<file path="src/rtl/loop_mixer_n_if.sv">
`timescale 1ns/1ps
`default_nettype none
// ============================================================================
//  Module      : loop_mixer_n_if
//  Description : Sample return, mix request and PWM result bundle for the
//                N-channel loop mixer.
//  Revision    : 1.0  initial release
// ============================================================================
interface loop_mixer_n_if #(
    parameter int NCH = 8,
    parameter int DW  = 16,
    parameter int AW  = 3,
    parameter int OW  = 11
);
    logic                     smp_valid;
    logic [$clog2(NCH)-1:0]   smp_bank;
    logic [DW-1:0]            smp_data;
    logic [NCH-1:0]           playing;
    logic [NCH*AW-1:0]        atten;
    logic [DW-1:0]            aux_data;
    logic                     aux_en;
    logic                     mix_start;
    logic                     busy;
    logic                     mix_done;
    logic                     clip;
    logic [OW-1:0]            pwm_code;

    modport master (
        output smp_valid, smp_bank, smp_data, playing, atten,
        output aux_data, aux_en, mix_start,
        input  busy, mix_done, clip, pwm_code
    );

    modport slave (
        input  smp_valid, smp_bank, smp_data, playing, atten,
        input  aux_data, aux_en, mix_start,
        output busy, mix_done, clip, pwm_code
    );
endinterface
`default_nettype wire

</file>
<file path="src/rtl/loop_mixer_n.sv">
`timescale 1ns/1ps
`default_nettype none
// ============================================================================
//  Module      : loop_mixer_n
//  Description : N-channel loop mixer: per-bank sample latch, serial
//                attenuate-and-accumulate, saturation with clip flag and a
//                registered PWM duty code. Optional LFSR dither before
//                truncation is enabled by defining LOOP_MIXER_DITHER_EN.
//  Revision    : 1.0  initial release
// ============================================================================
module loop_mixer_n #(
    parameter int NCH = 8,
    parameter int DW  = 16,
    parameter int AW  = 3,
    parameter int OW  = 11
) (
    input  logic           clk_100MHz,
    input  logic           rst,
    loop_mixer_n_if.slave  bus
);
    localparam int IW   = $clog2(NCH);
    localparam int ACCW = DW + $clog2(NCH + 1) + 1;
`ifdef LOOP_MIXER_DITHER_EN
    localparam int c_KW = DW;
`else
    localparam int c_KW = OW;
`endif

    localparam logic [1:0] c_st_idle = 2'd0;
    localparam logic [1:0] c_st_acc  = 2'd1;
    localparam logic [1:0] c_st_sat  = 2'd2;
    localparam logic [1:0] c_st_out  = 2'd3;

    localparam logic signed [ACCW-1:0] c_sat_hi = {{(ACCW-DW+1){1'b0}}, {(DW-1){1'b1}}};
    localparam logic signed [ACCW-1:0] c_sat_lo = {{(ACCW-DW+1){1'b1}}, {(DW-1){1'b0}}};
    localparam logic [OW-1:0]          c_pwm_mid = {1'b1, {(OW-1){1'b0}}};

    logic signed [DW-1:0]   r_ch [NCH];
    logic [1:0]             r_state;
    logic signed [ACCW-1:0] r_acc;
    logic [IW-1:0]          r_idx;
    logic [c_KW-1:0]        r_u;
    logic                   r_clip_n;
    logic                   r_busy;
    logic                   r_mix_done;
    logic                   r_clip;
    logic [OW-1:0]          r_pwm_code;

    // Offset binary to two's complement is a flip of the MSB.
    genvar k;
    generate
        for (k = 0; k < NCH; k++) begin : g_ch
            always_ff @(posedge clk_100MHz or posedge rst) begin
                if (rst) begin
                    r_ch[k] <= '0;
                end else if (!bus.playing[k]) begin
                    r_ch[k] <= '0;
                end else if (bus.smp_valid && (bus.smp_bank == IW'(k))) begin
                    r_ch[k] <= {~bus.smp_data[DW-1], bus.smp_data[DW-2:0]};
                end
            end
        end
    endgenerate

    logic signed [DW-1:0]   w_ch_sel;
    logic [AW-1:0]          w_shift;
    logic signed [ACCW-1:0] w_ch_ext;
    logic signed [ACCW-1:0] w_term;
    logic signed [ACCW-1:0] w_aux_ext;
    logic                   w_over;
    logic                   w_under;
    logic [c_KW-1:0]        w_u_keep;
    logic [OW-1:0]          w_pwm_next;

    assign w_ch_sel  = r_ch[r_idx];
    assign w_shift   = bus.atten[r_idx*AW +: AW];
    assign w_ch_ext  = $signed({{(ACCW-DW){w_ch_sel[DW-1]}}, w_ch_sel});
    assign w_term    = w_ch_ext >>> w_shift;
    assign w_aux_ext = $signed({{(ACCW-DW+1){~bus.aux_data[DW-1]}}, bus.aux_data[DW-2:0]});

    // Clamp and return to offset binary in one step: the rails map to all-ones/all-zeros.
    assign w_over   = (r_acc > c_sat_hi);
    assign w_under  = (r_acc < c_sat_lo);
    assign w_u_keep = w_over  ? {c_KW{1'b1}} :
                      w_under ? {c_KW{1'b0}} :
                      {~r_acc[DW-1], r_acc[DW-2 -: c_KW-1]};

`ifdef LOOP_MIXER_DITHER_EN
    logic [15:0] r_lfsr;
    logic [DW:0] w_dsum;

    assign w_dsum     = {1'b0, r_u} + {{(OW+1){1'b0}}, r_lfsr[DW-OW-1:0]};
    assign w_pwm_next = w_dsum[DW] ? {OW{1'b1}} : w_dsum[DW-1 -: OW];

    always_ff @(posedge clk_100MHz or posedge rst) begin
        if (rst) begin
            r_lfsr <= 16'hACE1;
        end else if (r_state == c_st_out) begin
            r_lfsr <= {r_lfsr[14:0], r_lfsr[15] ^ r_lfsr[13] ^ r_lfsr[12] ^ r_lfsr[10]};
        end
    end
`else
    assign w_pwm_next = r_u;
`endif

    always_ff @(posedge clk_100MHz or posedge rst) begin
        if (rst) begin
            r_state    <= c_st_idle;
            r_acc      <= '0;
            r_idx      <= '0;
            r_u        <= '0;
            r_clip_n   <= 1'b0;
            r_busy     <= 1'b0;
            r_mix_done <= 1'b0;
            r_clip     <= 1'b0;
            r_pwm_code <= c_pwm_mid;
        end else begin
            r_mix_done <= 1'b0;
            case (r_state)
                c_st_idle: begin
                    if (bus.mix_start) begin
                        r_acc   <= bus.aux_en ? w_aux_ext : '0;
                        r_idx   <= '0;
                        r_state <= c_st_acc;
                    end
                end
                c_st_acc: begin
                    r_busy <= 1'b1;
                    r_acc  <= r_acc + w_term;
                    if (r_idx == IW'(NCH - 1)) begin
                        r_state <= c_st_sat;
                    end else begin
                        r_idx <= r_idx + IW'(1);
                    end
                end
                c_st_sat: begin
                    r_u      <= w_u_keep;
                    r_clip_n <= w_over | w_under;
                    r_state  <= c_st_out;
                end
                c_st_out: begin
                    r_pwm_code <= w_pwm_next;
                    r_clip     <= r_clip_n;
                    r_mix_done <= 1'b1;
                    r_busy     <= 1'b0;
                    r_state    <= c_st_idle;
                end
                default: r_state <= c_st_idle;
            endcase
        end
    end

    assign bus.busy     = r_busy;
    assign bus.mix_done = r_mix_done;
    assign bus.clip     = r_clip;
    assign bus.pwm_code = r_pwm_code;

endmodule
`default_nettype wire

</file>
<file path="src/flat_wrapper.sv">
// flat-port wrapper written by rule: the top's interface ports become plain ports
module loop_mixer_n_flat 
#(
    parameter int NCH = 8,
    parameter int DW  = 16,
    parameter int AW  = 3,
    parameter int OW  = 11
)
  (clk_100MHz, rst, bus_smp_valid, bus_smp_bank, bus_smp_data, bus_playing, bus_atten, bus_aux_data, bus_aux_en, bus_mix_start, bus_busy, bus_mix_done, bus_clip, bus_pwm_code);
  loop_mixer_n_if #(.NCH(NCH), .DW(DW), .AW(AW), .OW(OW)) bus_i ();
  input  logic clk_100MHz;
  input  logic rst;
  input wire logic [$bits(bus_i.smp_valid)-1:0] bus_smp_valid;
  input wire logic [$bits(bus_i.smp_bank)-1:0] bus_smp_bank;
  input wire logic [$bits(bus_i.smp_data)-1:0] bus_smp_data;
  input wire logic [$bits(bus_i.playing)-1:0] bus_playing;
  input wire logic [$bits(bus_i.atten)-1:0] bus_atten;
  input wire logic [$bits(bus_i.aux_data)-1:0] bus_aux_data;
  input wire logic [$bits(bus_i.aux_en)-1:0] bus_aux_en;
  input wire logic [$bits(bus_i.mix_start)-1:0] bus_mix_start;
  output wire logic [$bits(bus_i.busy)-1:0] bus_busy;
  output wire logic [$bits(bus_i.mix_done)-1:0] bus_mix_done;
  output wire logic [$bits(bus_i.clip)-1:0] bus_clip;
  output wire logic [$bits(bus_i.pwm_code)-1:0] bus_pwm_code;
  assign bus_i.smp_valid = bus_smp_valid;
  assign bus_i.smp_bank = bus_smp_bank;
  assign bus_i.smp_data = bus_smp_data;
  assign bus_i.playing = bus_playing;
  assign bus_i.atten = bus_atten;
  assign bus_i.aux_data = bus_aux_data;
  assign bus_i.aux_en = bus_aux_en;
  assign bus_i.mix_start = bus_mix_start;
  assign bus_busy = bus_i.busy;
  assign bus_mix_done = bus_i.mix_done;
  assign bus_clip = bus_i.clip;
  assign bus_pwm_code = bus_i.pwm_code;
  loop_mixer_n #(.NCH(NCH), .DW(DW), .AW(AW), .OW(OW)) u_core (.clk_100MHz(clk_100MHz), .rst(rst), .bus(bus_i));
endmodule
</file>
<file path="config.mk">
export PLATFORM = sky130hd
export DESIGN_NAME = loop_mixer_n_flat
export DESIGN_NICKNAME = d
export VERILOG_FILES = /design/src/rtl/loop_mixer_n_if.sv /design/src/rtl/loop_mixer_n.sv /design/src/flat_wrapper.sv
export SDC_FILE = /design/constraint.sdc
export NUM_CORES = 1
export LEC_CHECK = 0
export CORE_MARGIN = 1.5
export CORE_UTILIZATION = 53
export DETAILED_ROUTE_END_ITERATION = 10
export PLACE_DENSITY = 0.77
export RECOVER_POWER = 50
export SLEW_MARGIN = 20
export SYNTH_ARGS = -nofsm -noshare
export SYNTH_HDL_FRONTEND = slang
export SYNTH_SLANG_ARGS = --single-unit
</file>
<file path="constraint.sdc">
create_clock -name clk_100MHz -period 4.93 [get_ports clk_100MHz]
set_input_delay 0.493 -clock clk_100MHz [delete_from_list [all_inputs] [get_ports clk_100MHz]]
set_output_delay 0.493 -clock clk_100MHz [all_outputs]
set_load 0.005 [all_outputs]
</file>
Word level (Yosys, flattened, before mapping). Cells that the tools add are included.

Register bits after elaboration: 180. Output and inout port bits: 14. Logic and storage cells: 99.

Add/subtract/negate cells: 2. $mul: 1. Order comparisons: 3. Eq/ne operators: 22. Shift-type cells: 2. Multiplexer cells: 32. Bitwise gates (word level): 5. Reduce and logical (&&, ||, !) cells: 15.

Operator list (number): 2-to-1 mux 16 bit (18); binary-select mux 16 bit (select 3 bit) (1); 2-to-1 mux 21 bit (2); case mux 21 bit (2 select lines) (1); variable part select 24 x 6 -> 3 bit (1); 2-to-1 mux 11 bit (2); adder 21 bit (1); > comparator 21 x 16 -> 1 bit (second input constant) (1); less-than comparator 21 x 16 -> 1 bit (second input constant) (1); >>> shifter 16 x 3 -> 21 bit (1); inequality test 2 x 1 -> 1 bit (second input constant) (9); equality test 3 bit (second input constant) (5); logical AND 1 bit (8); case mux 2 bit (4 select lines) (1); equality test 3 x 2 -> 1 bit (second input constant) (2); 2-to-1 mux 3 bit (2); case mux 3 bit (2 select lines) (1); multiplier 3 x 2 -> 5 bit (second input constant) (1); equality test 2 bit (second input constant) (2); >= comparator 4 bit (second input constant) (1); 2-to-1 mux 2 bit (2); inequality test 2 bit (second input constant) (2); inverter 3 -> 4 bit (1); AND reduction 2 bit (2); 11 further kinds (14).

Logic depth before layout (Yosys ltp). Gate-level depths: netlist (run 1).

Word-level depth: 7. Depth in mapped cells: 17. Depth with buffers taken out: 14.

Worst setup path before layout (run 1). No wires, ideal clock.

Path type: register -> register. Start: register u_core.r_idx[0]. End: register u_core.r_acc[19]. Library setup time: 0.126 ns. Arrival time: 3.668 ns. Slack: 1.136 ns. Cell stages (with the launch flop): 15. Buffers on the path: 1. Period minus slack after synthesis: 3.794 ns. Cells stage by stage: dfrtp_1 mux4_1 mux2i_4 buf_8 mux2i_1 inv_1 a221oi_1 ha_1 a21o_1 a21oi_1 o21ai_0 a211o_1 o31ai_1 xor2_1 a21oi_1.

Longest elaborated chain between the ends: 7.

Ends and longest elaborated chain: from (decl) (line loop_mixer_n.sv:41) `logic [IW-1:0] r_idx;`; from (signal assigned) (line loop_mixer_n.sv:133) `r_idx <= r_idx + IW'(1);`; branches (longest 4 deep; another with multiplier 3 x 2 -> 5 bit); >>> shifter 16 x 3 -> 21 bit (*) (line loop_mixer_n.sv:78) `assign w_term = w_ch_ext >>> w_shift;`; adder 21 bit (*) (line loop_mixer_n.sv:129) `r_acc <= r_acc + w_term;`; case mux 21 bit (2 select lines) (*) (line loop_mixer_n.sv:119) `case (r_state)`; to (signal assigned) (line loop_mixer_n.sv:122) `r_acc <= bus.aux_en ? w_aux_ext : '0;`; to (signal assigned) (line loop_mixer_n.sv:129); to (decl) (line loop_mixer_n.sv:40) `logic signed [ACCW-1:0] r_acc;`.

Mark *: on every way between the ends. The select of a mux whose other input is x is not followed. A chain may end at the register's enable or synchronous reset.

Worst setup path after layout (run 1).
Start: register u_core.r_idx[0]. End: register u_core.r_acc[20].

The elaborated chain is that of the path after synthesis.

==> impl_metrics.ini, run 1 <==
[sta]
post-route-period-util = 0.920
period_needed_ps = 4540
fmax_mhz = 220
slew_headroom = -0.678
final.setup.tns_ps = 0
skew_ps = 12.7
rsz0062_at_grt = false
tightest_slew_ps = 2520
setup_viol = 0
hold_viol_final = 0
slew_violations = 181

[synth]
synth_area_mm2 = 0.0104
yosysTopAreaCell = dfrtp_1
synth_area_per_cell_um2 = 9.67
synth_cell_type_count = 60
synth-edff-count = 0
synth.ff_latch_count = 180
ys_seq_area_frac = 0.434
synth_nets = 1172
synthArstFlopShare = 1.00
synth_flop_cell = dfrtp_1
synth_top_family_by_area = compound AO/OA/AOI/OAI gates
synth_simple_gate_area_share = 0.150
synthAdderAreaFrac = 0.0333
synthMuxAreaShare = 0.142
yosys_warnings = 0
synth_cells = 1073
synth_area_leaders = dfrtp_1 43%, nand2_1 10%, a21boi_0 8.8%
synthXorXnorAreaFrac = 0.0160
synth_compound_area_frac = 0.186
yosysTopAreaCellShare = 0.432

[place]
place_congestion = 0.910
portBuffers = 85
hpwl_um = 18200

[grt]
grt_start_max_net_pins = 181
gr-total-overflow = 0
grt_pass1_vias = 8287
grt_pass1_wl_um = 43400
grt.total_usage = 0.278
antenna_found_initial = 0

[pwr]
peakVddDrop_uv = 310
power.leakage_uw = 0.00497
p_total_uw = 6420
power_per_cell_area_mw_per_mm2 = 536

[critical_path]
crit_path_frequent_cell = a21oi_1
slowest_delay_ps = 650
critPathLaunchType = flop
path_cells = buf_12 > mux4_1 > mux2i_1 > mux2_2 > nor3_1 > a21oi_1 > o221ai_1 > ha_1 > a21oi_1 > o21ai_0 > a211oi_1 > nand3b_1 > o31ai_1 > xnor2_1 > a21oi_1
crit_fanout = 29
endpoint_kind = flop
crit_required_ps = 5280
slowest_stage = mux4_1
critPathKind = flop to flop
cp.arrival_ps = 4880

[layout]
fin_nets = 1223
syn_to_final_growth_pct = 15.4
drive_above_1_share = 0.102
final_cell_mix = 281 x nand2_1, 177 x dfrtp_1, 121 x a21boi_0, 84 x clkdlybuf4s50_1, 67 x nor2_1
antenna_cells = 0
fill_cells = 1617
final_common_cell = nand2_1

[floorplanning]
die_width_um = 143
dieArea_mm2 = 0.0204
coreArea_mm2 = 0.0193
ios = 86
rows = 51
initial_core_util = 0.537
dieHeight_um = 143

[routing]
wl_per_cell_um = 19.3
wirelength_um = 27100
drtIter0Drc = 674
postRouteAntennaNets = 0
first_pass_iters = 5
drc = 0
vias_per_cell = 5.96
via_count = 8358

[cts]
hold_buffers = 0
htree_levels = 4
clockBufferDepth = 2
clkTransAtPathRegs_ps = 70
clkSinkCount = 180
cts_buffers = 17
post_cts_buffers = 0
root_buffer = clkbuf_16
cts_resized = 0
clk_latency_ps = 440
cts_tree = yes

[flow_run]
drv_cap = 1

[status]
failed_checks = max-capacitance violations, max-slew violations
status = finished with violations

[hold_path]
hold_path.class = flop to flop
-- cells by family (layout without fill, tap and decap cells) --
kind of cell / Yosys count / in the layout
simple gates: 389 / 389
compound gates: 278 / 278
flops: 180 / 180
mux: 91 / 91
buf+inv: 89 / 153
fa+ha+maj: 27 / 27
xor+xnor: 19 / 19
-- routing by layer --
layer | part of all wire | wire, µm | up-vias | GRT usage
met3 | 0.059 | 1610 | 51 | 0.0480
met5 | 0 | 0 | - | 0
met2 | 0.51 | 13800 | 299 | 0.476
met1 | 0.40 | 10900 | 4127 | 0.346
met4 | 0.028 | 754 | 0 | 0.121
li1 | - | - | 3881 | -
-- power by group --
part	internal [µW]	switching (µW)	total [µW]	leakage [µW]
Sequential	1710	221	1940	0.00236
Clock	706	631	1340	0.000286
Combinational	1350	1790	3140	0.00232
-- flip-flops by register name, summed over array words and instances (netlist names) --
signal / flops
u_core.r_state: 2
u_core.r_acc: 21
u_core.bus.busy: 1
u_core.r_u: 11
u_core.r_ch: 128
u_core.bus.clip: 1
u_core.bus.mix_done: 1
u_core.r_clip_n: 1
u_core.bus.pwm_code: 11
u_core.r_idx: 3
-- Yosys cell counts (12+ instances only) --
| master | n |
|---|---|
| a31oi_1 | 12 |
| a21boi_0 | 121 |
| clkbuf_1 | 43 |
| inv_1 | 14 |
| a21oi_1 | 59 |
| mux4_2 | 32 |
| ha_1 | 26 |
| dfrtp_1 | 179 |
| nor2_1 | 67 |
| nand2_1 | 281 |
| a221oi_1 | 13 |
| mux2_2 | 17 |
| o21ai_0 | 20 |
| mux2i_1 | 32 |
-- path summary, 6_finish.rpt --
path	to	cells past startpoint	slack, ps	start
max	u_core.r_acc[20]$_DFFE_PP0P_	15	390	u_core.r_idx[0]$_DFFE_PP0P_
min	u_core.bus.busy$_DFFE_PP0P_	2	500	u_core.bus.busy$_DFFE_PP0P_
max reg2reg	u_core.r_acc[20]$_DFFE_PP0P_	15	390	u_core.r_idx[0]$_DFFE_PP0P_
min reg2reg	u_core.bus.busy$_DFFE_PP0P_	2	500	u_core.bus.busy$_DFFE_PP0P_
max in group asynchronous	u_core.r_idx[1]$_DFFE_PP0P_	3	1710	rst
min in group asynchronous	u_core.r_acc[1]$_DFFE_PP0P_	3	1340	rst
-- critical path, delay by kind of cell, from the launching register on --
kind	cells	cell delay (ps)
compound gates	7	1500
simple gates	2	270
flops	1	580
fa+ha+maj	1	430
buf+inv	1	280
mux	3	1220
xor+xnor	1	130
-- layout make-up --
type	count	area [µm²]	area share
Clock buffer	20	467	0.0390
Inverter	15	60.1	0.00501
Clock inverter	12	111	0.00930
Tap cell	265	332	0.0277
Sequential cell	180	4510	0.376
Timing Repair Buffer	106	1030	0.0860
Multi-Input combinational cell	804	5470	0.457
-- metrics by stage --
stage / instance area [µm²] / hold slack, ps / util / worst slack, ps / std cells
final: 12000 / 503 / 0.620 / 393 / 1402
after detailed placement: 11400 / 485 / 0.591 / 219 / 1370
after global placement: 11400 / 473 / 0.591 / 284 / 1370
after CTS: 12000 / 501 / 0.620 / 442 / 1402
after floorplan: 10400 / 480 / - / 1140 / 1073
after global routing: 12000 / 526 / 0.620 / 44.2 / 1402
Note: power is estimated with default switching activity, not from simulation.
==> run 2, diff against run 1 <==
--- a/config.mk
+++ b/config.mk
@@ -10,7 +10,7 @@
 export DETAILED_ROUTE_END_ITERATION = 10
 export PLACE_DENSITY = 0.77
 export RECOVER_POWER = 50
-export SLEW_MARGIN = 20
+export SLEW_MARGIN = 5
 export SYNTH_ARGS = -nofsm -noshare
 export SYNTH_HDL_FRONTEND = slang
 export SYNTH_SLANG_ARGS = --single-unit
==> constraint.sdc (replaced) <==
create_clock -name clk_100MHz -period 4.93 [get_ports clk_100MHz]
set_input_delay 0.493 -clock clk_100MHz [delete_from_list [all_inputs] [get_ports clk_100MHz]]
set_output_delay 0.493 -clock clk_100MHz [all_outputs]
set_load 0.02 [all_outputs]
==> run 2 against run 1 <==
Net effect: the flow still finishes with violations (max-capacitance violations, max-slew violations); design area unchanged; cell count unchanged; combinational power increased by 2%; largest cell class unchanged; clock skew increased by 1.5 ps; via count decreased by 0.24%; sequential power about the same; largest power group unchanged; setup slack improved by 3.8 ps; clock power about the same.
==> impl_metrics.ini, run 2 (same netlist as run 1, synthesis figures left out) <==
[status]
status = finished with violations
failed_checks = max-capacitance violations, max-slew violations

[grt]
antenna_found_initial = 0
grt_pass1_vias = 8287
gr-total-overflow = 0
grt_pass1_wl_um = 43400
grt.total_usage = 0.278
grt_start_max_net_pins = 181

[routing]
postRouteAntennaNets = 0
wirelength_um = 27100
wl_per_cell_um = 19.3
vias_per_cell = 5.95
via_count = 8338
drc = 0
first_pass_iters = 5
drtIter0Drc = 672

[critical_path]
critPathLaunchType = flop
cp-startpoint = u_core.r_idx[0]$_DFFE_PP0P_
endpoint_kind = flop
crit_required_ps = 5230
crit_fanout = 29
r2r-start = u_core.r_idx[0]$_DFFE_PP0P_
cp.arrival_ps = 4840
critPathKind = flop to flop

[layout]
largest_reg_flops = 128
drive_above_1_share = 0.102
multi_input_area_mm2 = 0.00547
antenna_cells = 0
syn_to_final_growth_pct = 15.4
final_cell_mix = 281 x nand2_1, 177 x dfrtp_1, 121 x a21boi_0, 84 x clkdlybuf4s50_1, 67 x nor2_1
seqCellArea_mm2 = 0.00451
final_common_cell = nand2_1
fin_nets = 1223
reg_top3 = u_core.r_ch (128), u_core.r_acc (21)
top_register = u_core.r_ch
fill_cells = 1617

[cts]
post_cts_buffers = 0
cts_resized = 0
cts_tree = yes
clkTransAtPathRegs_ps = 70
cts_buffers = 17
htree_levels = 4
clk_latency_ps = 440
root_buffer = clkbuf_16
hold_buffers = 0
clkSinkCount = 180
clockBufferDepth = 2

[pwr]
p_total_uw = 6480
power.leakage_uw = 0.00497
power_per_cell_area_mw_per_mm2 = 541
peakVddDrop_uv = 310

[sta]
setup_viol = 0
post-route-period-util = 0.920
skew_ps = 14.2
rsz0062_at_grt = false
slew_headroom = -0.674
fmax_mhz = 221
period_needed_ps = 4530
final.setup.tns_ps = 0
hold_viol_final = 0
tightest_slew_ps = 2510
slew_violations = 181

[floorplanning]
initial_core_util = 0.537
rows = 51
coreArea_mm2 = 0.0193
die_width_um = 143
dieArea_mm2 = 0.0204
ios = 86
dieHeight_um = 143

[flow_run]
drv_cap = 1

[place]
portBuffers = 85
hpwl_um = 18200
place_congestion = 0.910

[hold_path]
min-delay-start = u_core.bus.busy$_DFFE_PP0P_
hold_path.class = flop to flop
## run 2: metal layers
| metal | GRT usage | part of all wire | up-vias |
|---|---|---|---|
| li1 | - | - | 3879 |
| met1 | 0.346 | 0.41 | 4137 |
| met2 | 0.476 | 0.51 | 266 |
| met3 | 0.0480 | 0.055 | 56 |
| met4 | 0.121 | 0.029 | 0 |
| met5 | 0 | 0 | - |
## run 2: final timing paths
| path | cells past startpoint | endpoint | slack, ps |
|---|---|---|---|
| max in group asynchronous | 3 | u_core.r_idx[1]$_DFFE_PP0P_ | 1710 |
| hold reg to reg | 2 | u_core.bus.busy$_DFFE_PP0P_ | 500 |
| setup reg to reg | 15 | u_core.r_acc[20]$_DFFE_PP0P_ | 400 |
| setup / recovery | 15 | u_core.r_acc[20]$_DFFE_PP0P_ | 400 |
| hold / removal | 2 | u_core.bus.busy$_DFFE_PP0P_ | 500 |
| min in group asynchronous | 3 | u_core.r_acc[1]$_DFFE_PP0P_ | 1340 |
## run 2: power breakdown
part	switching (µW)	internal, µW
Clock	633	706
Sequential	221	1710
Combinational	1850	1350
## run 2: worst max-delay path: stages, from the launching register on
cell,delay [ps]
dfrtp_2,580
buf_12,290
mux4_1,650
mux2i_1,290
mux2_2,280
nor3_1,60
a21oi_1,150
o221ai_1,190
ha_1,440
a21oi_1,100
o21ai_0,350
a211oi_1,150
nand3b_1,210
o31ai_1,380
xnor2_1,170
a21oi_1,100
## run 2: cell type report
type,count,share of cell area
flip-flops and latches,180,0.376
repair buffers,106,0.0860
clock inverters,12,0.00930
well taps,265,0.0277
clock buffers,20,0.0390
multi-input cells,804,0.457
inverters,15,0.00501
## run 2: per-stage QoR
step | std cells | cell area (µm²) | hold WS (ps) | setup slack, ps | util
after global routing | 1402 | 12000 | 526 | 44.2 | 0.620
after floorplan | 1073 | 10400 | 480 | 1140 | -
final | 1402 | 12000 | 503 | 397 | 0.620
after global placement | 1370 | 11400 | 473 | 284 | 0.591
after detailed placement | 1370 | 11400 | 485 | 219 | 0.591
after CTS | 1402 | 12000 | 501 | 442 | 0.620
